<file path="config.mk">
export PLATFORM = sky130hd
export DESIGN_NAME = ls_encoder_queue
export DESIGN_NICKNAME = d
export VERILOG_FILES = /design/src/rtl/ls_encoder_queue.sv
export SDC_FILE = /design/constraint.sdc
export NUM_CORES = 1
export LEC_CHECK = 0
export ABC_AREA = 1
export BUFFER_PORTS_ARGS = -buffer_cell sky130_fd_sc_hd__buf_2
export CORE_MARGIN = 3
export CORE_UTILIZATION = 42
export DETAILED_ROUTE_END_ITERATION = 10
export PLACE_DENSITY = 0.73
export SETUP_SLACK_MARGIN = 0.02
export SLEW_MARGIN = 20
export SYNTH_ARGS = -nofsm -noshare
export SYNTH_HDL_FRONTEND = slang
export SYNTH_SLANG_ARGS = --single-unit
</file>
<file path="constraint.sdc">
create_clock -name clk -period 2.08 [get_ports clk]
set_input_delay 0 -clock clk [delete_from_list [all_inputs] [get_ports clk]]
set_output_delay 0 -clock clk [all_outputs]
set_load 0.01 [all_outputs]
</file>
<file path="src/rtl/ls_encoder_queue.sv">
// Instruction-class encoder feeding a small FIFO of decoded microsequencer states.
// Fetch pushes raw instructions; the control unit pops {state_number, illegal} pairs.
module ls_encoder_queue #(
    parameter int unsigned STATE_W       = 10,
    parameter int unsigned FIFO_DEPTH    = 4,
    parameter int unsigned CNT_W         = 8,
    parameter int unsigned ILLEGAL_STATE = 1
) (
    input  logic                          clk,
    input  logic                          reset,
    input  logic                          in_valid,
    output logic                          in_ready,
    input  logic [31:0]                   instruction,
    output logic                          out_valid,
    input  logic                          out_ready,
    output logic [STATE_W-1:0]            state_number,
    output logic                          illegal,
    output logic [$clog2(FIFO_DEPTH):0]   occupancy,
    output logic [CNT_W-1:0]              illegal_count
);

    localparam int unsigned PTR_W = (FIFO_DEPTH > 1) ? $clog2(FIFO_DEPTH) : 1;
    localparam int unsigned OCC_W = $clog2(FIFO_DEPTH) + 1;

    // ------------------------------------------------------------------
    // Decode
    // ------------------------------------------------------------------
    logic               ls_p, ls_u, ls_b, ls_w, ls_l;
    logic               ls_is_reg;
    logic [7:0]         ls_base;
    logic [7:0]         ls_k;
    logic [7:0]         ls_state;
    logic [7:0]         dp_state;
    logic [7:0]         br_state;
    logic [STATE_W-1:0] dec_state;
    logic               dec_illegal;
    logic               unused_bits;

    assign ls_p = instruction[24];
    assign ls_u = instruction[23];
    assign ls_b = instruction[22];
    assign ls_w = instruction[21];
    assign ls_l = instruction[20];

    assign unused_bits = ^{instruction[31:28], instruction[19:5], instruction[3:0]};

    always_comb begin
        ls_is_reg = (instruction[27:25] == 3'b011);

        unique case ({ls_l, ls_b})
            2'b01:   ls_base = 8'd20;
            2'b00:   ls_base = 8'd40;
            2'b11:   ls_base = 8'd60;
            default: ls_base = 8'd80;
        endcase

        // Post-indexed register mode sits at k=7, not 5, to match the sequencer map.
        if (ls_p) begin
            ls_k = {6'd0, ls_w, ls_is_reg};
        end else begin
            ls_k = ls_is_reg ? 8'd7 : 8'd4;
        end

        ls_state = ls_base + ls_k + (ls_u ? 8'd0 : 8'd10);
        dp_state = 8'd100 + {3'd0, instruction[24:21], 1'b0} + {7'd0, instruction[25]};
        br_state = 8'd140 + {7'd0, instruction[24]};
    end

    always_comb begin
        dec_state   = STATE_W'(ILLEGAL_STATE);
        dec_illegal = 1'b1;
        case (instruction[27:25])
            3'b010: begin
                dec_state   = STATE_W'(ls_state);
                dec_illegal = 1'b0;
            end
            3'b011: begin
                if (!instruction[4]) begin
                    dec_state   = STATE_W'(ls_state);
                    dec_illegal = 1'b0;
                end
            end
            3'b000, 3'b001: begin
                dec_state   = STATE_W'(dp_state);
                dec_illegal = 1'b0;
            end
            3'b101: begin
                dec_state   = STATE_W'(br_state);
                dec_illegal = 1'b0;
            end
            default: ;
        endcase
    end

    // ------------------------------------------------------------------
    // Queue
    // ------------------------------------------------------------------
    logic [STATE_W-1:0] mem_state   [FIFO_DEPTH];
    logic               mem_illegal [FIFO_DEPTH];
    logic [PTR_W-1:0]   wr_ptr_q, wr_ptr_d;
    logic [PTR_W-1:0]   rd_ptr_q, rd_ptr_d;
    logic [OCC_W-1:0]   count_q, count_d;
    logic [CNT_W-1:0]   ill_cnt_q, ill_cnt_d;
    logic               push, pop;

    // in_ready looks only at the registered count: a full queue refuses even if it pops.
    assign in_ready  = (count_q < OCC_W'(FIFO_DEPTH));
    assign out_valid = (count_q != '0);
    assign push      = in_valid && in_ready;
    assign pop       = out_valid && out_ready;

    always_comb begin
        wr_ptr_d  = wr_ptr_q;
        rd_ptr_d  = rd_ptr_q;
        count_d   = count_q;
        ill_cnt_d = ill_cnt_q;

        if (push) begin
            wr_ptr_d = (wr_ptr_q == PTR_W'(FIFO_DEPTH - 1)) ? '0 : wr_ptr_q + PTR_W'(1);
        end
        if (pop) begin
            rd_ptr_d = (rd_ptr_q == PTR_W'(FIFO_DEPTH - 1)) ? '0 : rd_ptr_q + PTR_W'(1);
        end

        case ({push, pop})
            2'b10:   count_d = count_q + OCC_W'(1);
            2'b01:   count_d = count_q - OCC_W'(1);
            default: count_d = count_q;
        endcase

        if (push && dec_illegal && (ill_cnt_q != '1)) begin
            ill_cnt_d = ill_cnt_q + CNT_W'(1);
        end
    end

    always_ff @(posedge clk or posedge reset) begin
        if (reset) begin
            wr_ptr_q  <= '0;
            rd_ptr_q  <= '0;
            count_q   <= '0;
            ill_cnt_q <= '0;
        end else begin
            wr_ptr_q  <= wr_ptr_d;
            rd_ptr_q  <= rd_ptr_d;
            count_q   <= count_d;
            ill_cnt_q <= ill_cnt_d;
        end
    end

    // Storage needs no reset; stale slots are masked by the occupancy count.
    always_ff @(posedge clk) begin
        if (push) begin
            mem_state[wr_ptr_q]   <= dec_state;
            mem_illegal[wr_ptr_q] <= dec_illegal;
        end
    end

    assign state_number  = out_valid ? mem_state[rd_ptr_q] : '0;
    assign illegal       = out_valid ? mem_illegal[rd_ptr_q] : 1'b0;
    assign occupancy     = count_q;
    assign illegal_count = ill_cnt_q;

endmodule
</file>
==> key figures, run 1 <==
Run status
  • Run status: complete, no violations

Critical path
  • Crit. End Element: flop
  • CP max stage delay: between 0.3 and 0.4 ns
  • Worst-path fanout max: 5
  • R2r startpoint: occupancy[0]
  • Setup crit start kind: flop
  • Delay-heaviest family, CP: simple AND/OR/NAND/NOR gates
  • Critical Path AT: ~2.1 ns
  • Reg2reg end: occupancy[2]
  • CP max-delay cell: dfrtp_1
  • WP data required: approximately 2.3 ns
  • Worst path buffer plus inverter count: 3
  • Crit path cell chain: inv_2 > nand3_2 > nand2_1 > inv_2 > ha_1 > inv_1 > fa_2 > or2_2 > nand2_1 > xor2_1
  • R2r worst-path depth: 10
  • CP Class: flop to flop
  • R2R setup slack: 0.21 ns

Floorplanning
  • Core ar.: 0.006131 mm2
  • Die H: between 80 and 90 um
  • Num rows: 28
  • Total I/O pin count: 60
  • DIE AREA: around 0.0076 mm2
  • Die Width: 86.99 um
  • Initial core utilization: 44.94%

CTS
  • CTS tree: done
  • Root Buffer: clkbuf_8
  • Clock sinks: 51
  • H-tree lvl count: 2
  • Total CTS buffers: 5
  • Clock transition at the registers of the reported paths: around 0.090 ns
  • Maximum buffer depth of the clock tree: 2
  • Clk_lat worst skew: around 0.3 ns

Flow run
  • Max Cap Viol: 0

Synth
  • Synth area leader: edfxtp_1
  • Register bit total from synthesis: 51
  • Mapped Area: ~0.0028 mm2
  • Synth cell types: 30
  • Synth Warn #: 0
  • Syn Inst Count: 305
  • Post-synth top area share: between 30% and 40%
  • Syn avg cell area: between 9 and 10 um2
  • Sequential share of the synthesized area: ~53%
  • Area contributors post-synth: edfxtp_1 39%, dfrtp_1 14%, nand2_1 8.9%

Global routing
  • Overflow after GRT: 0
  • Initial antenna violation count: 0
  • Vias in the first global route: approximately 2000
  • Global routing met3 resource utilization: about 3.3%
  • Grt met2 use: between 20% and 30%
  • Routing usage on met1: around a fifth
  • Global-route wire length before repair: roughly 9.5 mm
  • Largest net degree at the start of global routing: 21
  • Busiest grt layer: met2
  • Total GRT Usage: between 10% and 20%

Timing
  • Fin Clk Skew: between 0.01 and 0.015 ns
  • Slew Limit Headroom: 61.14%
  • Final critical-path share of the clock period: between 80% and 90%
  • Setup violators final: 0
  • Setup TNS Final: 0 ns
  • Worst-margin pin slew: approximately 0.58 ns
  • Final Hold Fails: 0
  • RSZ-0062 raised after global routing: false
  • Peak Freq: around 0.54 GHz
  • Final Max Slew Viols: 0
  • Tmin final: about 1.9 ns
  • Hold WS: 0.02100 ns

Power and ir drop
  • Max VDD drop: 0.5362 mV
  • Leakage: about 1.4 nW
  • PwrDens: between 1000 and 1500 mW/mm2

Route
  • First-pass iteration count of the detailed router: 4
  • Vias: between 2000 and 2500
  • WL final: 5.436 mm
  • Post-DRT Antenna Nets: 0
  • 1st-iter DRT viols: ~120
  • DRC viols: 0
  • Vias per std cell: 4.842
  • Avg WL per Cell: approximately 13 um

Min path
  • Hold worst-path end: rd_ptr_q[1]
  • Hold Crit Start: out_ready
  • Hold Path Class: input port to flop
  • Hold path cells: 4

Layout
  • ANT cells: 0
  • Area growth from synthesis to final layout: 14.12%
  • Nets: between 400 and 500
  • Share of cells above drive strength 1: 18.10%

Place
  • Estimated wirelength of the detail-placed design: approximately 4 mm
  • # port buffers: 34
  • Gp weighted congestion: 0.8200
## cell type report
class / instances / area (um2)
multi-input cells: 211 / 1124
fillers: 547 / 2987
inverters: 38 / 142.6
repair buffers: 41 / 225.2
flip-flops and latches: 51 / 1456
well taps: 75 / 93.84
clock inverters: 1 / 30.03
clock buffers: 6 / 72.57
## how the worst max path moves through the flow
stage	from	to	depth (start not counted)
6_report	occupancy[0]	occupancy[2]	10
5_1_grt	occupancy[0]	occupancy[2]	10
4_1_cts	occupancy[2]	occupancy[2]	10
3_5_place_dp	occupancy[0]	occupancy[2]	10
2_1_floorplan	occupancy[2]	occupancy[2]	10
3_3_place_gp	occupancy[2]	occupancy[2]	10
## worst min-delay path, cell delays in order
cell and delay (ns):
buf_2 0.08, nand2_1 0.06, inv_2 0.08, o21ai_0 0.07
## registers in the layout (all words and copies together), names as in the netlist
signal	flops
illegal_count	8
mem_state	32
mem_illegal	4
wr_ptr_q	2
occupancy	3
rd_ptr_q	2
## cell usage after synthesis
| cell type | instances |
|---|---|
| a21oi_1 | 11 |
| a22o_1 | 1 |
| buf_2 | 1 |
| buf_4 | 3 |
| buf_6 | 1 |
| clkbuf_2 | 1 |
| conb_1 | 1 |
| dfrtp_1 | 15 |
| edfxtp_1 | 36 |
| fa_1 | 2 |
| ha_1 | 15 |
| inv_1 | 35 |
| inv_2 | 3 |
| nand2_1 | 65 |
| nand2_2 | 3 |
| nand2_4 | 1 |
| nand3_1 | 20 |
| nand3_2 | 1 |
| nand4_1 | 1 |
| nor2_1 | 50 |
| nor2_2 | 1 |
| nor2_4 | 2 |
| nor3_1 | 1 |
| o211ai_1 | 1 |
| o21a_1 | 1 |
| o21ai_0 | 20 |
| o21ai_1 | 5 |
| or2_2 | 2 |
| xnor2_1 | 3 |
| xor2_1 | 3 |
## power by group
part / switching, mW / internal (mW)
sequential: 0.147 / 1.31
clock: 0.297 / 0.353
combinational: 0.927 / 0.564
## placed cells by master, fill, tap and decap left out, types with 6 or more instances in the layout
cell	count
a21oi_1	11
buf_2	34
buf_4	6
dfrtp_1	15
edfxtp_1	36
ha_1	15
inv_1	33
nand2_1	65
nand3_1	19
nor2_1	50
o21ai_0	20
## layer usage
metal	share of wire, %	wire length [um]
met5	0	0
met4	1.3	68
met3	5.2	284
met2	50	2695
met1	44	2387
## metrics by stage
stage / cell area (um2) / instances / util (%) / power (mW) / worst slack [ns]
finish: 3144 / 423 / 51.29 / 3.595 / 0.2132
global route: 3144 / 423 / 51.29 / 3.912 / 0.03963
CTS: 3129 / 422 / 51.04 / 3.602 / 0.06384
detailed placement: 3017 / 414 / 49.20 / 2.953 / 0.09826
global placement: 3017 / 414 / 49.20 / 2.886 / 0.1836
floorplan: 2759 / 306 / - / 2.446 / 0.09965
## logic make-up after synthesis
| kind of cell | Yosys count | share of synthesized area (%) |
|---|---|---|
| compound gates | 39 | 7.403 |
| buf+inv | 44 | 6.766 |
| simple gates | 147 | 22.66 |
| other cells | 1 | 0.1361 |
| xor+xnor | 6 | 1.908 |
| flops | 51 | 52.86 |
| fa+ha+maj | 17 | 8.265 |
## timing repair
item	4_1_cts	5_1_grt
setup endpoints to repair	0	1
resized for setup	0	4
setup buffers	0	1
hold endpoints to repair	15	0
hold buffers	1	0
No activity file was read; power rests on OpenSTA's default activity.
==> inputs of run 2 (changes only) <==
--- a/config.mk
+++ b/config.mk
@@ -11,7 +11,7 @@
 export CORE_UTILIZATION = 42
 export DETAILED_ROUTE_END_ITERATION = 10
 export PLACE_DENSITY = 0.73
-export SETUP_SLACK_MARGIN = 0.02
+export SETUP_SLACK_MARGIN = 0.5
 export SLEW_MARGIN = 20
 export SYNTH_ARGS = -nofsm -noshare
 export SYNTH_HDL_FRONTEND = slang
==> key figures, run 2 (synthesized netlist as in run 1, its figures left out) <==
Run status
  • Run status: complete, no violations

Route
  • Avg WL per Cell: 13.04 um (+1.5%)
  • Vias per std cell: 4.938 (+2.0%)
  • DR top layer: met4
  • First-pass iteration count of the detailed router: 4 (unchanged)
  • Met3 wire len: 243 um (-14%)
  • DRC viols: 0 (unchanged)
  • M1 WL: 2.598 mm (+8.8%)
  • Vias: 2168 (+5.9%)
  • Met2 routed WL: 2.771 mm (+2.8%)
  • Post-DRT Antenna Nets: 0 (unchanged)
  • 1st-iter DRT viols: 145 (+25%)
  • WL final: 5.726 mm (+5.3%)

Global routing
  • Largest net degree at the start of global routing: 21 (unchanged)
  • Overflow after GRT: 0 (unchanged)
  • Total GRT Usage: 15.30% (-0.65 points)
  • Initial antenna violation count: 0 (unchanged)
  • Global-route wire length before repair: 8.990 mm (-5.2%)
  • Vias in the first global route: 1927 (-4.3%)

Critical path
  • Crit path cell chain: inv_4 > nand3_4 > nand2_4 > inv_4 > ha_4 > inv_4 > fa_2 > or2_4 > nand2_2 > xor2_1
  • WP data required: 2.31 ns (about the same)
  • Cell mode on critical path: inv_4
  • Crit. End Element: flop
  • CP max-delay cell: dfrtp_2
  • Worst-path fanout max: 3 (-2)
  • CP max stage delay: 0.44 ns (+0.05 ns)
  • Setup crit start kind: flop
  • Critical Path AT: 1.94 ns (-0.15 ns)
  • CP Class: flop to flop

CTS
  • CTS tree: done
  • H-tree lvl count: 2 (unchanged)
  • Maximum buffer depth of the clock tree: 2 (unchanged)
  • Clk_lat worst skew: 0.30 ns (about the same)
  • Clock sinks: 51 (unchanged)
  • Root Buffer: clkbuf_8
  • Total CTS buffers: 5 (unchanged)
  • Clock transition at the registers of the reported paths: 0.09 ns (about the same)

Layout
  • Share of cells above drive strength 1: 26.65% (+8.5 points)
  • Max reg flops: 32 (unchanged)
  • ANT cells: 0 (unchanged)
  • Biggest register: mem_state
  • Design area: 0.003420 mm2 (+8.8%)
  • Most frequent cells in the layout: 63 x nand2_1, 46 x nor2_1, 36 x edfxtp_1, 34 x buf_2, 29 x inv_1
  • Nets: 416 (+3.7%)
  • Commonest non-fill, non-tap cell in the layout: nand2_1
  • Area growth from synthesis to final layout: 24.11%

Timing
  • Fin Clk Skew: 0.006849 ns (-0.003288 ns)
  • Peak Freq: 0.5840 GHz (+9.0%)
  • RSZ-0062 raised after global routing: true
  • Tmin final: 1.712 ns (-0.1544 ns)
  • Worst-margin pin slew: 0.5839 ns (+0.001592 ns)
  • Final Max Slew Viols: 0 (unchanged)
  • Slew Limit Headroom: 61.03% (-0.11 points)
  • Final critical-path share of the clock period: 82.32% (-7.4 points)
  • Setup TNS Final: 0 ns (unchanged)
  • Setup violators final: 0 (unchanged)
  • Final Hold Fails: 0 (unchanged)

Flow run
  • Max Cap Viol: 0 (unchanged)

Place
  • Post-DP Area: 0.003055 mm2 (+1.3%)
  • # port buffers: 34 (unchanged)
  • Gp weighted congestion: 0.8125 (-0.91%)
  • Estimated wirelength of the detail-placed design: 3.662 mm (-6.1%)

Min path
  • Hold Path Class: input port to flop

Floorplanning
  • Total I/O pin count: 60 (unchanged)
  • Core ar.: 0.006131 mm2 (unchanged)
  • DIE AREA: 0.007567 mm2 (unchanged)
  • Die H: 86.99 um (unchanged)
  • Die Width: 86.99 um (unchanged)
  • Num rows: 28 (unchanged)
  • Initial core utilization: 44.94% (unchanged)

Power and ir drop
  • PwrDens: 1217 mW/mm2 (+6.5%)
  • Reg power frac: 35.6% (-4.8 points)
  • Int Pwr: 2.578 mW (+16%)
  • Net Sw Power: 1.585 mW (+16%)
  • Max VDD drop: 0.6898 mV (+29%)
  • Clock power frac: 16.7% (-1.4 points)
  • Leakage: 1.545 nW (+6.8%)
  • Comb pwr share: 47.7% (+6.2 points)
  • Switching Share: 38.08% (-0.062 points)
==> run 2: cell types whose count changed in the layout (fill, tap and decap cells not counted), moves of 3 or more <==
cell,before,now
dfrtp_2,0,3
inv_1,33,29
o21ai_0,20,13
dfrtp_1,15,12
inv_4,0,3
clkinvlp_4,0,3
nor2_1,50,46
o21ai_1,5,10
buf_4,6,15
==> run 2: worst max-delay path: cells and delay by family (launching register included) <==
family	cells	cell delay, ns
flip-flops	1	0.44
AND/OR/NAND/NOR	4	0.42
adder cells (fa/ha/maj)	2	0.47
XOR/XNOR	1	0.15
buffers and inverters	3	0.15
==> run 2: path summary, 6_finish.rpt <==
| kind | start | to | slack (ns) | depth (start not counted) |
|---|---|---|---|---|
| setup / recovery | occupancy[2] | occupancy[2] | 0.37 | 10 |
| hold / removal | out_ready | rd_ptr_q[1] | 0.03 | 4 |
| max in group asynchronous | reset | rd_ptr_q[0] | 1.38 | 3 |
| min in group asynchronous | reset | occupancy[1] | 0.29 | 3 |
| hold reg to reg | illegal_count[0] | illegal_count[0] | 0.56 | 2 |
| setup reg to reg | occupancy[2] | occupancy[2] | 0.37 | 10 |
==> run 2: area by class of cell <==
class                           count  area, um2
Timing Repair Buffer               56      405.4
Clock inverter                      3      46.29
Clock buffer                        5      68.82
Fill cell                         528       2711
Inverter                           38      157.7
Sequential cell                    51       1460
Multi-Input combinational cell    211       1187
Tap cell                           75      93.84
==> run 2: power by group through the flow <==
stage	Combinational (mW)	Clock, mW	Sequential (mW)
detailed placement	1.52	0	1.49
global route	2.19	0.743	1.50
floorplan	1.05	0	1.47
CTS	1.72	0.708	1.45
global placement	1.48	0	1.49
finish	1.99	0.694	1.48
==> run 2: repair_timing <==
action | CTS | global route
hold buffers | 1 | 0
endpoints found under the setup margin | 11 | 11
pin swaps | 7 | 8
gates cloned | 0 | 2
hold endpoints to repair | 15 | 0
gates resized for setup | 8 | 20
buffers inserted | 10 | 4
==> run 2: per-layer routing <==
metal | track usage, % | up-vias
met3 | 2.460 | 9
met1 | 20.49 | 1010
met4 | 6.374 | 0
li1 | - | 1107
met2 | 24.64 | 42
met5 | 0 | -
==> run 2: per-stage QoR <==
step | cells | setup slack, ns | total power, mW | util [%] | hold WS, ns
3_3_place_gp | 414 | 0.3589 | 2.964 | 49.84 | 0.08937
6_report | 439 | 0.3677 | 4.163 | 55.78 | 0.03037
5_1_grt | 439 | 0.2944 | 4.435 | 55.78 | 0.03921
4_1_cts | 433 | 0.3386 | 3.882 | 53.47 | 0.007776
2_1_floorplan | 306 | 0.3456 | 2.524 | - | -0.09859
3_5_place_dp | 414 | 0.3110 | 3.013 | 49.84 | 0.09756
==> inputs of run 3 (changes only) <==
==> constraint.sdc (replaced) <==
create_clock -name clk -period 1.7 [get_ports clk]
set_input_delay 0 -clock clk [delete_from_list [all_inputs] [get_ports clk]]
set_output_delay 0 -clock clk [all_outputs]
set_load 0.01 [all_outputs]
==> key figures, run 3 (synthesized netlist as in run 1, its figures left out) <==
Run status
  • Run status: complete, but fails checks
  • Failing checks: negative setup slack

Global routing
  • Overflow after GRT: 0 (unchanged)
  • Initial antenna violation count: 0 (unchanged)
  • Total GRT Usage: 18.32% (+3.0 points)
  • Global-route wire length before repair: 10.64 mm (+18%)
  • Largest net degree at the start of global routing: 19 (-9.5%)
  • Vias in the first global route: 2233 (+16%)

Timing
  • Tmin final: 1.768 ns (+0.05579 ns)
  • Final critical-path share of the clock period: 104.0% (+22 points)
  • Final worst slack: -0.06814 ns (-0.4358 ns)
  • Hold WS: 0.1245 ns (+0.09417 ns)
  • Final Max Slew Viols: 0 (unchanged)
  • Setup violators final: 1 (+1)
  • Worst-margin pin slew: 0.6210 ns (+0.03713 ns)
  • Peak Freq: 0.5656 GHz (-3.2%)
  • Setup TNS Final: -0.06814 ns (-0.06814 ns)
  • RSZ-0062 raised after global routing: true
  • Final Hold Fails: 0 (unchanged)
  • Slew Limit Headroom: 58.55% (-2.5 points)
  • Fin Clk Skew: 0.009984 ns (+0.003135 ns)

Power and ir drop
  • Leakage: 1.734 nW (+12%)
  • Total power: 5.965 mW (+43%)
  • PwrDens: 1471 mW/mm2 (+21%)
  • Max VDD drop: 1.443 mV (+110%)

Critical path
  • CP Class: flop to flop
  • Worst path buffer plus inverter count: 3 (unchanged)
  • Crit path cell chain: inv_2 > nand3_4 > nand2_2 > inv_2 > ha_4 > inv_4 > fa_2 > or2_4 > nand2_2 > xor2_1
  • CP max-delay cell: dfrtp_1
  • Crit. End Element: flop
  • Setup crit start kind: flop
  • CP max stage delay: 0.40 ns (-0.04 ns)
  • Worst-path fanout max: 2 (-1)
  • Critical Path AT: 2.00 ns (+0.06 ns)
  • Delay-heaviest family, CP: adder cells
  • WP data required: 1.93 ns (-0.38 ns)

CTS
  • Clock sinks: 51 (unchanged)
  • Maximum buffer depth of the clock tree: 2 (unchanged)
  • H-tree lvl count: 2 (unchanged)
  • Root Buffer: clkbuf_8
  • Clock transition at the registers of the reported paths: 0.10 ns (about the same)
  • Total CTS buffers: 5 (unchanged)
  • CTS tree: done
  • Clk_lat worst skew: 0.31 ns (about the same)

Layout
  • ANT cells: 0 (unchanged)
  • Biggest register: mem_state
  • Max reg flops: 32 (unchanged)
  • Most frequent cells in the layout: 52 x nand2_1, 36 x edfxtp_1, 28 x buf_2, 23 x inv_1, 23 x nor2_1
  • Design area: 0.004056 mm2 (+19%)
  • Nets: 436 (+4.8%)
  • Share of cells above drive strength 1: 44.79% (+18 points)
  • Final Core Density: 66.16% (+10 points)
  • Register area: 0.001460 mm2 (unchanged)
  • Commonest non-fill, non-tap cell in the layout: nand2_1
  • Filler cells: 429 (-19%)
  • Area growth from synthesis to final layout: 47.23%
  • Multi-input gate area: 0.001486 mm2 (+25%)
  • Post-Layout Cell Count: 459 (+4.6%)

Route
  • WL final: 6.856 mm (+20%)
  • Met2 routed WL: 3.574 mm (+29%)
  • 1st-iter DRT viols: 118 (-19%)
  • First-pass iteration count of the detailed router: 4 (unchanged)
  • Vias: 2263 (+4.4%)
  • DRC viols: 0 (unchanged)
  • Avg WL per Cell: 14.94 um (+15%)
  • Post-DRT Antenna Nets: 0 (unchanged)
  • Met3 wire len: 251 um (+3.3%)
  • Vias per std cell: 4.930 (-0.17%)
  • DR top layer: met4
  • M1 WL: 2.902 mm (+12%)

Place
  • Post-DP Area: 0.003218 mm2 (+5.3%)
  • Gp weighted congestion: 0.8075 (-0.62%)
  • Post-place setup slack: -0.01252 ns (-0.3235 ns)
  • Cell count after placement: 417 (+0.72%)
  • Estimated wirelength of the detail-placed design: 4.051 mm (+11%)
  • # port buffers: 34 (unchanged)

Flow run
  • Max Cap Viol: 0 (unchanged)

Min path
  • Hold Path Class: input port to flop

Floorplanning
  • Die H: 86.99 um (unchanged)
  • Total I/O pin count: 60 (unchanged)
  • Core ar.: 0.006131 mm2 (unchanged)
  • Num rows: 28 (unchanged)
  • Die Width: 86.99 um (unchanged)
  • Initial core utilization: 44.94% (unchanged)
  • DIE AREA: 0.007567 mm2 (unchanged)
[run 3: cell types whose count changed in the layout (fill, tap and decap cells not counted), sizes merged]
cell / delta
clkinvlp: -2
clkinv: +1
inv: +2
clkbuf: -1
bufinv: -1
buf: +21
[run 3: final timing paths]
| path | from | endpoint | slack (ns) | cells past startpoint |
|---|---|---|---|---|
| min in group asynchronous | reset | occupancy[0] | 0.30 | 3 |
| max in group asynchronous | reset | rd_ptr_q[0] | 0.97 | 3 |
| min | instruction[21] | mem_state[2][1] | 0.12 | 2 |
| min reg2reg | occupancy[1] | occupancy[1] | 0.56 | 2 |
| max | occupancy[0] | occupancy[2] | -0.07 | 10 |
| max reg2reg | occupancy[0] | occupancy[2] | -0.07 | 10 |
[run 3: report_power, final]
part / leakage [nW] / internal [mW] / switching [mW]
logic: 1.17 / 1.65 / 1.75
clock network: 0.0463 / 0.302 / 0.425
registers: 0.519 / 1.61 / 0.220
[run 3: cell type report]
type,count,area share (%)
Clock inverter,3,0.6786
Multi-Input combinational cell,211,36.64
Timing Repair Buffer,76,17.58
Inverter,38,5.089
Tap cell,75,2.313
Sequential cell,51,36.00
Clock buffer,5,1.696
[run 3: what timing repair did]
item | CTS | global route
resized for setup | 68 | 58
gates cloned | 3 | 1
pin swaps | 33 | 31
buffers inserted | 19 | 10
setup endpoints to repair | 80 | 83
hold endpoints to repair | 15 | 0
hold buffers | 1 | 0
[run 3: metal layers]
metal / track usage [%] / vias to the layer above
met5: 0 / -
met4: 7.082 / 0
met3: 3.027 / 9
met2: 30.23 / 52
met1: 24.09 / 1054
li1: - / 1148
